--- config.mk ---
export PLATFORM = sky130hd
export DESIGN_NAME = instr_fetch
export DESIGN_NICKNAME = d
export VERILOG_FILES = /design/src/rtl/instr_fetch.sv
export SDC_FILE = /design/constraint.sdc
export NUM_CORES = 1
export LEC_CHECK = 0
export BUFFER_PORTS_ARGS = -buffer_cell sky130_fd_sc_hd__clkbuf_2
export CAP_MARGIN = 15
export CORE_MARGIN = 2
export CORE_UTILIZATION = 30
export DETAILED_ROUTE_END_ITERATION = 16
export HOLD_SLACK_MARGIN = 0.05
export SETUP_SLACK_MARGIN = 0.05
export SLEW_MARGIN = 25
export SYNTH_ARGS = -nofsm -noshare
export SYNTH_HDL_FRONTEND = slang
export SYNTH_SLANG_ARGS = --single-unit
export TNS_END_PERCENT = 10
--- constraint.sdc ---
create_clock -name clk -period 1.9 [get_ports clk]
set_input_delay 0.38 -clock clk [delete_from_list [all_inputs] [get_ports clk]]
set_output_delay 0.38 -clock clk [all_outputs]
set_load 0.005 [all_outputs]
--- src/rtl/instr_fetch.sv ---
// Instruction fetch/issue unit: walks a small instruction memory, resolves
// jumps and halts locally, and hands every other instruction downstream
// through a valid/ready handshake.
module instr_fetch #(
    parameter int unsigned ADDR_W     = 5,
    parameter int unsigned JUMP_LIMIT = 32
) (
    input  logic              clk,
    input  logic              clear,
    input  logic              run,
    output logic [ADDR_W-1:0] address,
    input  logic [7:0]        instruction,
    output logic              out_valid,
    input  logic              out_ready,
    output logic [1:0]        out_opcode,
    output logic [2:0]        out_ra,
    output logic [2:0]        out_rb,
    output logic [ADDR_W-1:0] out_pc,
    output logic              halted,
    output logic              loop_err,
    output logic [7:0]        issue_count
);

    localparam int unsigned JCNT_W = 6;

    typedef enum logic [1:0] {
        IDLE  = 2'd0,
        FETCH = 2'd1,
        ISSUE = 2'd2,
        HALT  = 2'd3
    } state_t;

    state_t              state;
    state_t              state_nxt;
    logic [ADDR_W-1:0]   pc;
    logic [7:0]          ir;
    logic [JCNT_W-1:0]   jcnt;

    logic                is_ctrl;
    logic                is_halt;
    logic                is_jump;
    logic                jump_last;
    logic                accept;

    // Decode of the word currently presented by the memory
    always_comb begin
        is_ctrl   = (instruction[7:6] == 2'b11);
        is_halt   = is_ctrl && instruction[5];
        is_jump   = is_ctrl && !instruction[5];
        jump_last = is_jump && (jcnt == JCNT_W'(JUMP_LIMIT - 1));
        accept    = (state == ISSUE) && out_ready;
    end

    // Next-state logic
    always_comb begin
        state_nxt = state;
        case (state)
            IDLE:  if (run) state_nxt = FETCH;
            FETCH: begin
                if (is_halt || jump_last) state_nxt = HALT;
                else if (!is_jump)        state_nxt = ISSUE;
            end
            ISSUE: if (out_ready) state_nxt = FETCH;
            HALT:  state_nxt = HALT;
            default: state_nxt = IDLE;
        endcase
    end

    // State register; clear overrides every transition
    always_ff @(posedge clk) begin
        if (clear) state <= IDLE;
        else       state <= state_nxt;
    end

    // Datapath: PC, instruction register, jump-run counter, status flags
    always_ff @(posedge clk) begin
        if (clear) begin
            pc          <= '0;
            ir          <= '0;
            out_pc      <= '0;
            jcnt        <= '0;
            out_valid   <= 1'b0;
            halted      <= 1'b0;
            loop_err    <= 1'b0;
            issue_count <= '0;
        end else begin
            out_valid <= (state_nxt == ISSUE);
            halted    <= (state_nxt == HALT);
            if (state == FETCH) begin
                if (is_jump) begin
                    pc   <= ADDR_W'(instruction[4:0]);
                    jcnt <= jcnt + JCNT_W'(1);
                    if (jump_last) loop_err <= 1'b1;
                end else if (!is_halt) begin
                    ir     <= instruction;
                    out_pc <= pc;
                    pc     <= pc + ADDR_W'(1);
                end
            end
            if (accept) begin
                jcnt <= '0;
                if (issue_count != 8'hFF) issue_count <= issue_count + 8'd1;
            end
        end
    end

    // Memory address tracks the PC; issued fields slice the IR
    always_comb begin
        address    = pc;
        out_opcode = ir[7:6];
        out_ra     = ir[5:3];
        out_rb     = ir[2:0];
    end

endmodule

**Word-level counts from Yosys, hierarchy flattened**

Index checks and enable logic that the tools add are counted.

- Add/subtract/negate cells: 3
- $mul: 0
- Div/mod/pow operators: 0
- Order comparisons: 0
- Equal/unequal tests: 9
- Shift operators: 0
- Multiplexer cells: 7
- Bitwise operators: 2
- Reductions and logical operators: 13

Operators with widths:

| kind | count |
|---|---|
| 2-bit equality test (second input constant) | 5 |
| 5-bit 2-to-1 mux | 2 |
| 8-bit by 1-bit adder with 8-bit output (second input constant) | 1 |
| 2-bit 2-to-1 mux | 4 |
| 8-bit inequality test (second input constant) | 1 |
| 2-bit one-hot mux with 4 select lines | 1 |
| 6-bit by 1-bit adder with 6-bit output (second input constant) | 1 |
| 6-bit by 5-bit equality test with 1-bit output (second input constant) | 1 |
| 2-bit AND reduction | 3 |
| 3-bit AND reduction | 2 |
| 5-bit by 1-bit adder with 5-bit output (second input constant) | 1 |
| 1-bit logical AND | 4 |
| 2-bit by 1-bit equality test with 1-bit output (second input constant) | 1 |
| 2-bit zero test | 1 |
| 2-bit by 1-bit inequality test with 1-bit output (second input constant) | 1 |
| 1-bit inverter | 2 |
| 2-bit OR reduction | 1 |
| 1-bit zero test | 1 |
| 1-bit logical OR | 1 |

- Bits in registers: 37
- Latch bits: 0
- Bits in writable memories: 0
- Bits in read-only memories: 0
- Bits of input ports: 12
- Output and inout bits: 29
- Word-level logic and storage cells: 43
- Memories: 0

**Longest topological paths before layout**

Gate-level depths: netlist of the first run.

- Depth after elaboration: 7
- Gate-level depth with buffers: 6
- Depth with buffers taken out: 5

**Worst setup path before layout of the first run**

Ideal clock, no wire load.

- Kind: flip-flop to flip-flop
- From: reg issue_count[0]
- To: reg issue_count[5]
- Setup time: 0.070 ns
- Arrival: 1.305 ns
- Data required time: 1.830 ns
- Path slack: 0.525 ns
- Stages on the path, launching flop included: 6
- Buffers on the path: 0
- Period minus slack after synthesis: 1.375 ns
- Cell sequence: dfxtp_1 -> ha_1 -> nand3_1 -> o21ai_2 -> or4_1 -> a21oi_1

- Longest elaborated chain between the ends: 2
- Elaborated cells between the ends (all ways): 3
- Classes of those cells: 1 x add/sub; 1 x eq/ne; 1 x reduce/logical

RTL lines:

| item | line | source |
|---|---|---|
| from (decl) | 21 | `output logic [7:0] issue_count` |
| from (signal assigned) | 102 | `if (issue_count != 8'hFF) issue_count <= issue_count + 8'd1;` |
| parallel branches: the longest is 2 deep, another holds 8-bit by 1-bit adder with 8-bit output | - |  |

Parallel ways; which one is timed is not known.
A chain may end at the register's enable or synchronous reset.

**Final worst setup path of the first run**

Ends and elaborated chain as after synthesis.

==> summary.md, run 1 <==
| Metric | Value |
|---|---|
| Die X | `slightly below 80 um` |
| Ys flop type | `dfxtp_1` |
| Die area | `between 6000 and 7000 um2` |
| Post-route cell area | `between 2000 and 2500 um2` |
| Vias in the first global route | `between 1000 and 1500` |
| RSZ-0062 raised after global routing | `no` |
| Kind of critical path | `reg2reg` |
| CTS buffer count | `5` |
| GRT Total Usage | `0.133` |
| DP Area | `approximately 1900 um2` |
| CP Capture Type | `register` |
| CTS-repair resized insts | `0` |
| Sequential fraction of the synthesis area | `0.447` |
| Number of nets in the layout | `about 260` |
| CP required | `about 2.1 ns` |
| Placer Congestion | `0.846` |
| Reg clk slew, reported paths | `around 0.080 ns` |
| Initial detailed-routing violation count | `roughly 80` |
| Fin cells | `about 310` |
| Mapped Nets | `~210` |
| Num Clock Sinks | `37` |
| IO Port Bufs | `40` |
| Core Area | `~5400 um2` |
| Fmax | `slightly below 700 MHz` |
| Synth-to-Final Area Change | `23.7%` |
| Mapped Cells | `199` |
| Final ANT Viol Nets | `0` |
| Antenna cell count | `0` |
| Most numerous cell in the Yosys netlist | `dfxtp_1` |
| Global-route wire length before repair | `6350 um` |
| Final period utilization | `0.771` |
| Post-Syn Area | `roughly 1700 um2` |
| Routed vias | `1503` |
| Critical path peak fanout | `6` |
| Clk_skew | `between 0.005 and 0.006 ns` |
| Commonest cells in the netlist | `dfxtp_1 (37), nand2_1 (30), a21oi_1 (25)` |
| Post-synth EDFFs | `0` |
| Layout cell share with drive strength beyond 1 | `0.236` |
| CP Data Arrival Time | `between 1.5 and 2 ns` |
| Netlist cell types | `38` |
| Top cells by area, synth | `dfxtp_1 (45%), a21oi_1 (7.6%), nand2_1 (6.8%), nor2_1 (5.2%), nand3_1 (3.0%)` |
| Slew Viols, Final | `0` |
| Clock tree buffer depth | `2` |
| Min cycle time layout | `1.47 ns` |
| Status | `finished clean` |
| Initial antenna violation count | `0` |
| Area share of the largest cell type after synthesis | `0.447` |
| Yosys warning count | `0` |
| Die Y | `~80 um` |
| GRT overflow | `0` |
| Worst-Margin Slew | `slightly above 0.4 ns` |
| Leading area contributor after synthesis | `dfxtp_1` |
| Yosys reg bits | `37` |
| Pin count of the biggest net entering global routing | `18` |
| Dpl cells | `~300` |
| Io pins | `41` |
| Total routed wirelength | `between 3000 and 4000 um` |
| Multi-input logic area | `~860 um2` |
| FILL cells | `574` |
| Initial Utilization | `0.306` |
| Hold crit path type | `in2reg` |
| Skew-Pair Late Insertion Delay | `~0.30 ns` |
| Setup violations, final | `0` |
| Static Leak | `approximately 0.00083 uW` |
| Root Buffer | `clkbuf_8` |
| PD cells | `roughly 890 nW/um2` |
| Sequential cell area | `around 740 um2` |
| Final Hold Vio Count | `0` |
| 1st-pass router iterations | `4` |
| CTS tree | `yes` |
| Vias per cell | `roughly 4.8` |
| Num rows | `27` |
| H-Tree Depth | `2` |
| Rel. slew slack | `0.730` |
| Setup TNS | `0 ns` |
| Maxcap violations | `0` |
| Async SR Flop Fraction | `0` |
| # DRC | `0` |
| VDD IR max | `approximately 520 uV` |
| CTS Hold Buffers Added | `0` |
| Setup Buffers After CTS | `0` |
| WL/cell | `12.4 um` |
| Avg Inst Size Synth | `8.32 um2` |
| Hpwl dp | `around 2800 um` |
| FF-to-FF setup slack | `0.43 ns` |
| CP Launch Type | `register` |
| Total power | `about 1800 uW` |
worst max-delay path, stage by stage, from the launching register on:
cell and delay, ns:
dfxtp_1 0.34, ha_1 0.28, nand3_1 0.14, o21ai_2 0.09, or4_1 0.40, a21oi_1 0.14
per-stage QoR:
step,setup slack [ns],hold WS (ns),util
after CTS,0.423,0.300,0.379
after global routing,0.352,0.309,0.379
after detailed placement,0.430,0.449,0.354
after global placement,0.424,0.443,0.354
after floorplan,0.525,0.450,-
final,0.435,0.313,0.379
routing by layer:
layer  global-route usage  up-vias  wire, um
li1                     -      771         -
met1                0.162      687      1800
met2                0.212       36      1800
met3               0.0414        9       207
met4               0.0684        0        86
met5                    0        -         0
report_power, final:
part           switching [uW]  internal (uW)  leakage, uW  total, uW
Clock                     294            522    0.0000681        815
Sequential               26.1            804     0.000300        830
Combinational             108           70.1     0.000462        178
state kept, by name, indices dropped and copies added (netlist names):
| name | cells |
|---|---|
| ir | 8 |
| issue_count | 8 |
| jcnt | 6 |
| address | 5 |
| out_pc | 5 |
| state | 2 |
| halted | 1 |
| loop_err | 1 |
| out_valid | 1 |
kinds of logic after synthesis:
logic type               share of synthesized area
adder cells (fa/ha/maj)                     0.0227
AO/OA/AOI/OAI                                0.133
flip-flops                                   0.447
multiplexers                                0.0189
buffers and inverters                       0.0348
XOR/XNOR                                    0.0370
AND/OR/NAND/NOR                              0.306
path summary, 6_finish.rpt:
kind	depth (start not counted)	end	start
setup / recovery	5	issue_count[5]	issue_count[0]
hold reg to reg	2	ir[3]	ir[3]
setup reg to reg	5	issue_count[5]	issue_count[0]
hold / removal	3	ir[3]	instruction[3]
placed cells by master (no fill, tap or decap), types with 2 or more instances in the layout:
| cell type | n |
|---|---|
| nor2b_1 | 2 |
| nand2b_1 | 3 |
| bufinv_16 | 2 |
| buf_4 | 2 |
| o31ai_1 | 2 |
| nor3_1 | 7 |
| a211oi_1 | 3 |
| dfxtp_1 | 37 |
| nand3_1 | 10 |
| and2_1 | 7 |
| xnor2_1 | 5 |
| xor2_1 | 2 |
| ha_1 | 3 |
| nor3b_1 | 3 |
| mux2i_1 | 2 |
| clkbuf_2 | 40 |
| nor2_1 | 23 |
| clkbuf_8 | 5 |
| o21ai_0 | 6 |
| nand4_1 | 2 |
| a21oi_1 | 25 |
| inv_1 | 3 |
| nand2_1 | 30 |
| nand3b_1 | 2 |
| nor4_2 | 2 |
cell type report:
type                       instances  share of cell area
inverter                           3             0.00550
tap                               72              0.0440
clock inverter                     3              0.0318
multi-input combinational        152               0.418
sequential                        37               0.362
clock buffer                       5              0.0336
timing repair buffer              42               0.105
No activity file was read; power rests on OpenSTA's default activity.
==> inputs of run 2 (changes only) <==
==> constraint.sdc (replaced) <==
create_clock -name clk -period 1.3 [get_ports clk]
set_input_delay 0.26 -clock clk [delete_from_list [all_inputs] [get_ports clk]]
set_output_delay 0.26 -clock clk [all_outputs]
set_load 0.005 [all_outputs]
==> summary.md, run 2 (same netlist as run 1, synthesis figures left out) <==
| Metric | Value |
|---|---|
| Status | `finished with violations (was finished clean)` |
| Failing checks | `setup timing` |
| Die area | `6130 um2 (unchanged)` |
| Crit-path slowest cell | `or4_1 (unchanged)` |
| Hpwl dp | `3050 um (was 2800 um)` |
| Setup violations, final | `1 (was 0)` |
| Die X | `78.3 um (unchanged)` |
| Layout cell share with drive strength beyond 1 | `0.412 (was 0.236)` |
| Core Area | `5410 um2 (unchanged)` |
| Hold crit path type | `in2reg (unchanged)` |
| CTS buffer count | `5 (unchanged)` |
| Static Leak | `0.000989 uW (was 0.000830 uW)` |
| Pin count of the biggest net entering global routing | `15 (was 18)` |
| CTS tree | `yes (unchanged)` |
| FF-to-FF setup slack | `-0.002 ns (was 0.43 ns)` |
| Initial detailed-routing violation count | `70 (was 82)` |
| Fin cells | `346 (was 314)` |
| Num rows | `27 (unchanged)` |
| Critical path peak fanout | `4 (was 6)` |
| VDD IR max | `368 uV (was 522 uV)` |
| Rel. slew slack | `0.791 (was 0.730)` |
| Io pins | `41 (unchanged)` |
| Skew-Pair Late Insertion Delay | `0.29 ns (was 0.30 ns)` |
| Clock tree buffer depth | `2 (unchanged)` |
| GRT Total Usage | `0.141 (was 0.133)` |
| Largest registers | `ir: 8 flops, issue_count: 8 flops, jcnt: 6 flops (unchanged)` |
| Clk_skew | `0.00648 ns (was 0.00583 ns)` |
| CP cell instances | `and3b_4, o21ai_4, or4_1, a21oi_1 (was ha_1, nand3_1, o21ai_2, or4_1, a21oi_1)` |
| Core Util, Final | `0.442 (was 0.379)` |
| Initial Utilization | `0.306 (unchanged)` |
| Reg clk slew, reported paths | `0.08 ns (about the same)` |
| Kind of critical path | `reg2reg (unchanged)` |
| Final period utilization | `1.00 (was 0.771)` |
| Global-route wire length before repair | `6900 um (was 6350 um)` |
| Initial antenna violation count | `0 (unchanged)` |
| Routed vias | `1612 (was 1503)` |
| CP required | `1.52 ns (was 2.13 ns)` |
| # DRC | `0 (unchanged)` |
| CP Launch Type | `register (unchanged)` |
| RSZ-0062 raised after global routing | `yes (was no)` |
| Vias in the first global route | `1550 (was 1330)` |
| Final ANT Viol Nets | `0 (unchanged)` |
| Antenna cell count | `0 (unchanged)` |
| Placer Congestion | `0.848 (was 0.846)` |
| Fmax | `768 MHz (was 682 MHz)` |
| CP max stage delay | `0.39 ns (was 0.40 ns)` |
| Vias per cell | `4.66 (was 4.79)` |
| Final hold slack | `0.195 ns (was 0.313 ns)` |
| Number of nets in the layout | `288 (was 256)` |
| Root Buffer | `clkbuf_8 (unchanged)` |
| Die Y | `78.3 um (unchanged)` |
| IO Port Bufs | `40 (unchanged)` |
| GRT overflow | `0 (unchanged)` |
| 1st-pass router iterations | `4 (unchanged)` |
| Final Hold Vio Count | `0 (unchanged)` |
| Post-route setup slack | `-0.00168 ns (was 0.435 ns)` |
| PD cells | `986 nW/um2 (was 890 nW/um2)` |
| Most frequent cells in the layout | `clkbuf_2 (39), buf_4 (29), nand2_1 (28) (was clkbuf_2 (40), dfxtp_1 (37), nand2_1 (30))` |
| Setup TNS | `-0.00168 ns (was 0 ns)` |
| Total routed wirelength | `4140 um (was 3890 um)` |
| CP Data Arrival Time | `1.52 ns (was 1.69 ns)` |
| Worst-Margin Slew | `0.314 ns (was 0.402 ns)` |
| Commonest non-fill, non-tap cell in the layout | `clkbuf_2 (unchanged)` |
| Num Clock Sinks | `37 (unchanged)` |
| Dpl cells | `335 (was 306)` |
| H-Tree Depth | `2 (unchanged)` |
| Total power | `2360 uW (was 1820 uW)` |
| WL/cell | `12.0 um (was 12.4 um)` |
| Synth-to-Final Area Change | `44.4% (was 23.7%)` |
| Slew Viols, Final | `0 (unchanged)` |
| CTS Hold Buffers Added | `0 (unchanged)` |
| CP Capture Type | `register (unchanged)` |
| Maxcap violations | `0 (unchanged)` |
| Min cycle time layout | `1.30 ns (was 1.47 ns)` |
==> run 2: cell type report <==
class / count / area (um2)
timing repair buffer: 74 / 489
fill: 570 / 3010
sequential: 37 / 761
tap: 72 / 90.1
inverter: 3 / 11.3
multi-input combinational: 152 / 953
clock buffer: 5 / 68.8
clock inverter: 3 / 17.5
==> run 2: timing repair <==
item	in CTS	in global routing
setup endpoints to repair	12	32
buffers inserted	1	2
resized for setup	12	21
pin swaps	4	9
endpoints found under the hold margin	0	0
==> run 2: layer usage <==
| layer | track usage | part of all wire | vias up |
|---|---|---|---|
| met2 | 0.237 | 0.48 | 28 |
| met1 | 0.177 | 0.47 | 742 |
| met4 | 0.0491 | 0.012 | 0 |
| met3 | 0.0322 | 0.037 | 7 |
| met5 | 0 | 0 | - |
| li1 | - | - | 835 |
==> run 2: metrics by stage <==
step                      instance area (um2)  setup WS [ns]
after floorplan                          1680         0.0249
after global placement                   2170        0.00209
after detailed placement                 2170        -0.0170
after CTS                                2310        -0.0105
after global routing                     2390        -0.0348
final                                    2390       -0.00168
==> run 2: final timing paths <==
| check | start | end | cells after the start |
|---|---|---|---|
| setup / recovery | state[0] | issue_count[5] | 4 |
| hold / removal | instruction[2] | ir[2] | 3 |
| setup reg to reg | state[0] | issue_count[5] | 4 |
| hold reg to reg | out_pc[3] | out_pc[3] | 2 |
==> run 2: report_power, final <==
part | total (uW) | leakage, uW | internal, uW | switching (uW)
Combinational | 370 | 0.000639 | 179 | 190
Sequential | 1200 | 0.000306 | 1170 | 26.1
Clock | 790 | 0.0000439 | 370 | 420
==> run 2: critical path: cells and delay by family, from the launching register on <==
family / cells / cell delay (ns)
and+or+nand+nor: 2 / 0.69
DFF: 1 / 0.32
AOI/OAI and AO/OA: 2 / 0.21
==> inputs of run 3 (changes only) <==
--- a/config.mk
+++ b/config.mk
@@ -11,6 +11,7 @@
 export CORE_UTILIZATION = 30
 export DETAILED_ROUTE_END_ITERATION = 16
 export HOLD_SLACK_MARGIN = 0.05
+export RECOVER_POWER = 100
 export SETUP_SLACK_MARGIN = 0.05
 export SLEW_MARGIN = 25
 export SYNTH_ARGS = -nofsm -noshare
==> summary.md, run 3 (same netlist as run 1, synthesis figures left out) <==
| Metric | Value |
|---|---|
| CP Capture Type | `register (unchanged)` |
| Layout cell share with drive strength beyond 1 | `0.394 (was 0.412)` |
| Antenna cell count | `0 (unchanged)` |
| H-Tree Depth | `2 (unchanged)` |
| Core Area | `5410 um2 (unchanged)` |
| Final ANT Viol Nets | `0 (unchanged)` |
| Largest registers | `ir: 8 flops, issue_count: 8 flops, jcnt: 6 flops (unchanged)` |
| CP Launch Type | `register (unchanged)` |
| Status | `finished with violations (unchanged)` |
| CTS buffer count | `5 (unchanged)` |
| Initial detailed-routing violation count | `69 (was 70)` |
| Static Leak | `0.000972 uW (was 0.000989 uW)` |
| RSZ-0062 raised after global routing | `yes (unchanged)` |
| Die X | `78.3 um (unchanged)` |
| Failing checks | `setup timing (unchanged)` |
| IO Port Bufs | `40 (unchanged)` |
| 1st-pass router iterations | `4 (unchanged)` |
| Hold Path End | `ir[2] (unchanged)` |
| # DRC | `0 (unchanged)` |
| Kind of critical path | `reg2reg (unchanged)` |
| Synth-to-Final Area Change | `44.1% (was 44.4%)` |
| WL/cell | `12.0 um (about the same)` |
| Total routed wirelength | `4140 um (about the same)` |
| Reg2Reg Depth | `4 (unchanged)` |
| Setup TNS | `-0.00159 ns (was -0.00168 ns)` |
| Worst hold path depth | `3 (unchanged)` |
| Num Clock Sinks | `37 (unchanged)` |
| DP Area | `2170 um2 (unchanged)` |
| Setup violations, final | `1 (unchanged)` |
| Final hold slack | `0.195 ns (about the same)` |
| Vias in the first global route | `1550 (unchanged)` |
| Number of nets in the layout | `288 (unchanged)` |
| Post-route setup slack | `-0.00159 ns (was -0.00168 ns)` |
| Maxcap violations | `0 (unchanged)` |
| Die area | `6130 um2 (unchanged)` |
| Clock tree buffer depth | `2 (unchanged)` |
| Clk_skew | `0.00600 ns (was 0.00648 ns)` |
| Worst-Margin Slew | `0.314 ns (about the same)` |
| GRT Total Usage | `0.141 (unchanged)` |
| VDD IR max | `368 uV (about the same)` |
| Final Hold Vio Count | `0 (unchanged)` |
| Worst Min Path Start | `instruction[2] (unchanged)` |
| PD cells | `988 nW/um2 (was 986 nW/um2)` |
| Routed vias | `1608 (was 1612)` |
| Pin count of the biggest net entering global routing | `15 (unchanged)` |
| CP Data Arrival Time | `1.52 ns (about the same)` |
| CP required | `1.52 ns (about the same)` |
| Hold crit path type | `in2reg (unchanged)` |
| Io pins | `41 (unchanged)` |
| Initial Utilization | `0.306 (unchanged)` |
| Commonest non-fill, non-tap cell in the layout | `clkbuf_2 (unchanged)` |
| FF-to-FF setup slack | `-0.002 ns (about the same)` |
| Rel. slew slack | `0.791 (about the same)` |
| Min cycle time layout | `1.30 ns (about the same)` |
| Reg2Reg Launch Point | `state[0] (unchanged)` |
| Global-route wire length before repair | `6900 um (unchanged)` |
| Total power | `2360 uW (about the same)` |
| R2r endpoint | `issue_count[5] (unchanged)` |
| Vias per cell | `4.65 (was 4.66)` |
| Hpwl dp | `3050 um (unchanged)` |
| CTS Hold Buffers Added | `0 (unchanged)` |
| Post-route cell area | `2380 um2 (was 2390 um2)` |
| Final period utilization | `1.00 (about the same)` |
| Initial antenna violation count | `0 (unchanged)` |
| Skew-Pair Late Insertion Delay | `0.29 ns (about the same)` |
| Critical path peak fanout | `4 (unchanged)` |
| Die Y | `78.3 um (unchanged)` |
| Num rows | `27 (unchanged)` |
| GRT overflow | `0 (unchanged)` |
| CTS tree | `yes (unchanged)` |
| Placer Congestion | `0.848 (unchanged)` |
| Fmax | `768 MHz (about the same)` |
| Root Buffer | `clkbuf_8 (unchanged)` |
| Most frequent cells in the layout | `clkbuf_2 (34), buf_4 (29), nand2_1 (28) (was clkbuf_2 (39), buf_4 (29), nand2_1 (28))` |
| Reg clk slew, reported paths | `0.08 ns (about the same)` |
| Slew Viols, Final | `0 (unchanged)` |
## run 3: cell counts in the layout (fill, tap and decap cells not counted)
No cell type changed its count.
## run 3: worst max-delay path by stage
stage          depth (start not counted)        endpoint  slack, ns      startpoint
2_1_floorplan                          4  issue_count[5]       0.02        state[0]
3_3_place_gp                           5  issue_count[4]      0.002  issue_count[3]
3_5_place_dp                           5  issue_count[3]      -0.02  issue_count[1]
4_1_cts                                4  issue_count[5]      -0.01        state[0]
5_1_grt                                4  issue_count[5]      -0.03        state[0]
6_report                               4  issue_count[5]     -0.002        state[0]
## run 3: layer usage
layer / wire length (um) / up-vias / track usage
met2: 1980 / 28 / 0.237
met1: 1950 / 739 / 0.177
li1: - / 834 / -
met5: 0 / - / 0
met3: 152 / 7 / 0.0322
met4: 51 / 0 / 0.0491
## run 3: area by class of cell
cell class              instances  area (um2)
clock buffers                   5        68.8
clock inverters                 3        17.5
fillers                       573        3020
inverters                       3        11.3
multi-input cells             152         953
flip-flops and latches         37         761
well taps                      72        90.1
repair buffers                 74         483
## run 3: worst max-delay path, stage by stage, from the launching register on
cell and delay [ns]:
dfxtp_2 0.32, and3b_4 0.30, o21ai_4 0.07, or4_1 0.39
a21oi_1 0.14
## run 3: where the power goes
group / internal, uW / switching (uW) / total, uW
clock: 370 / 419 / 789
sequential: 1170 / 26.1 / 1200
combinational: 178 / 190 / 368
total: 1720 / 636 / 2360
## run 3: timing repair
action | CTS | global route
pin swaps | 4 | 9
gates cloned | 0 | 0
setup buffers | 1 | 2
endpoints found under the setup margin | 12 | 32
gates resized for setup | 12 | 21
## run 3: stage by stage
| step | instances | worst slack, ns | util |
|---|---|---|---|
| after floorplan | 199 | 0.0249 | - |
| after global placement | 335 | 0.00209 | 0.402 |
| after detailed placement | 335 | -0.0170 | 0.402 |
| after CTS | 344 | -0.0105 | 0.427 |
| after global routing | 346 | -0.0348 | 0.441 |
| final | 346 | -0.00159 | 0.441 |
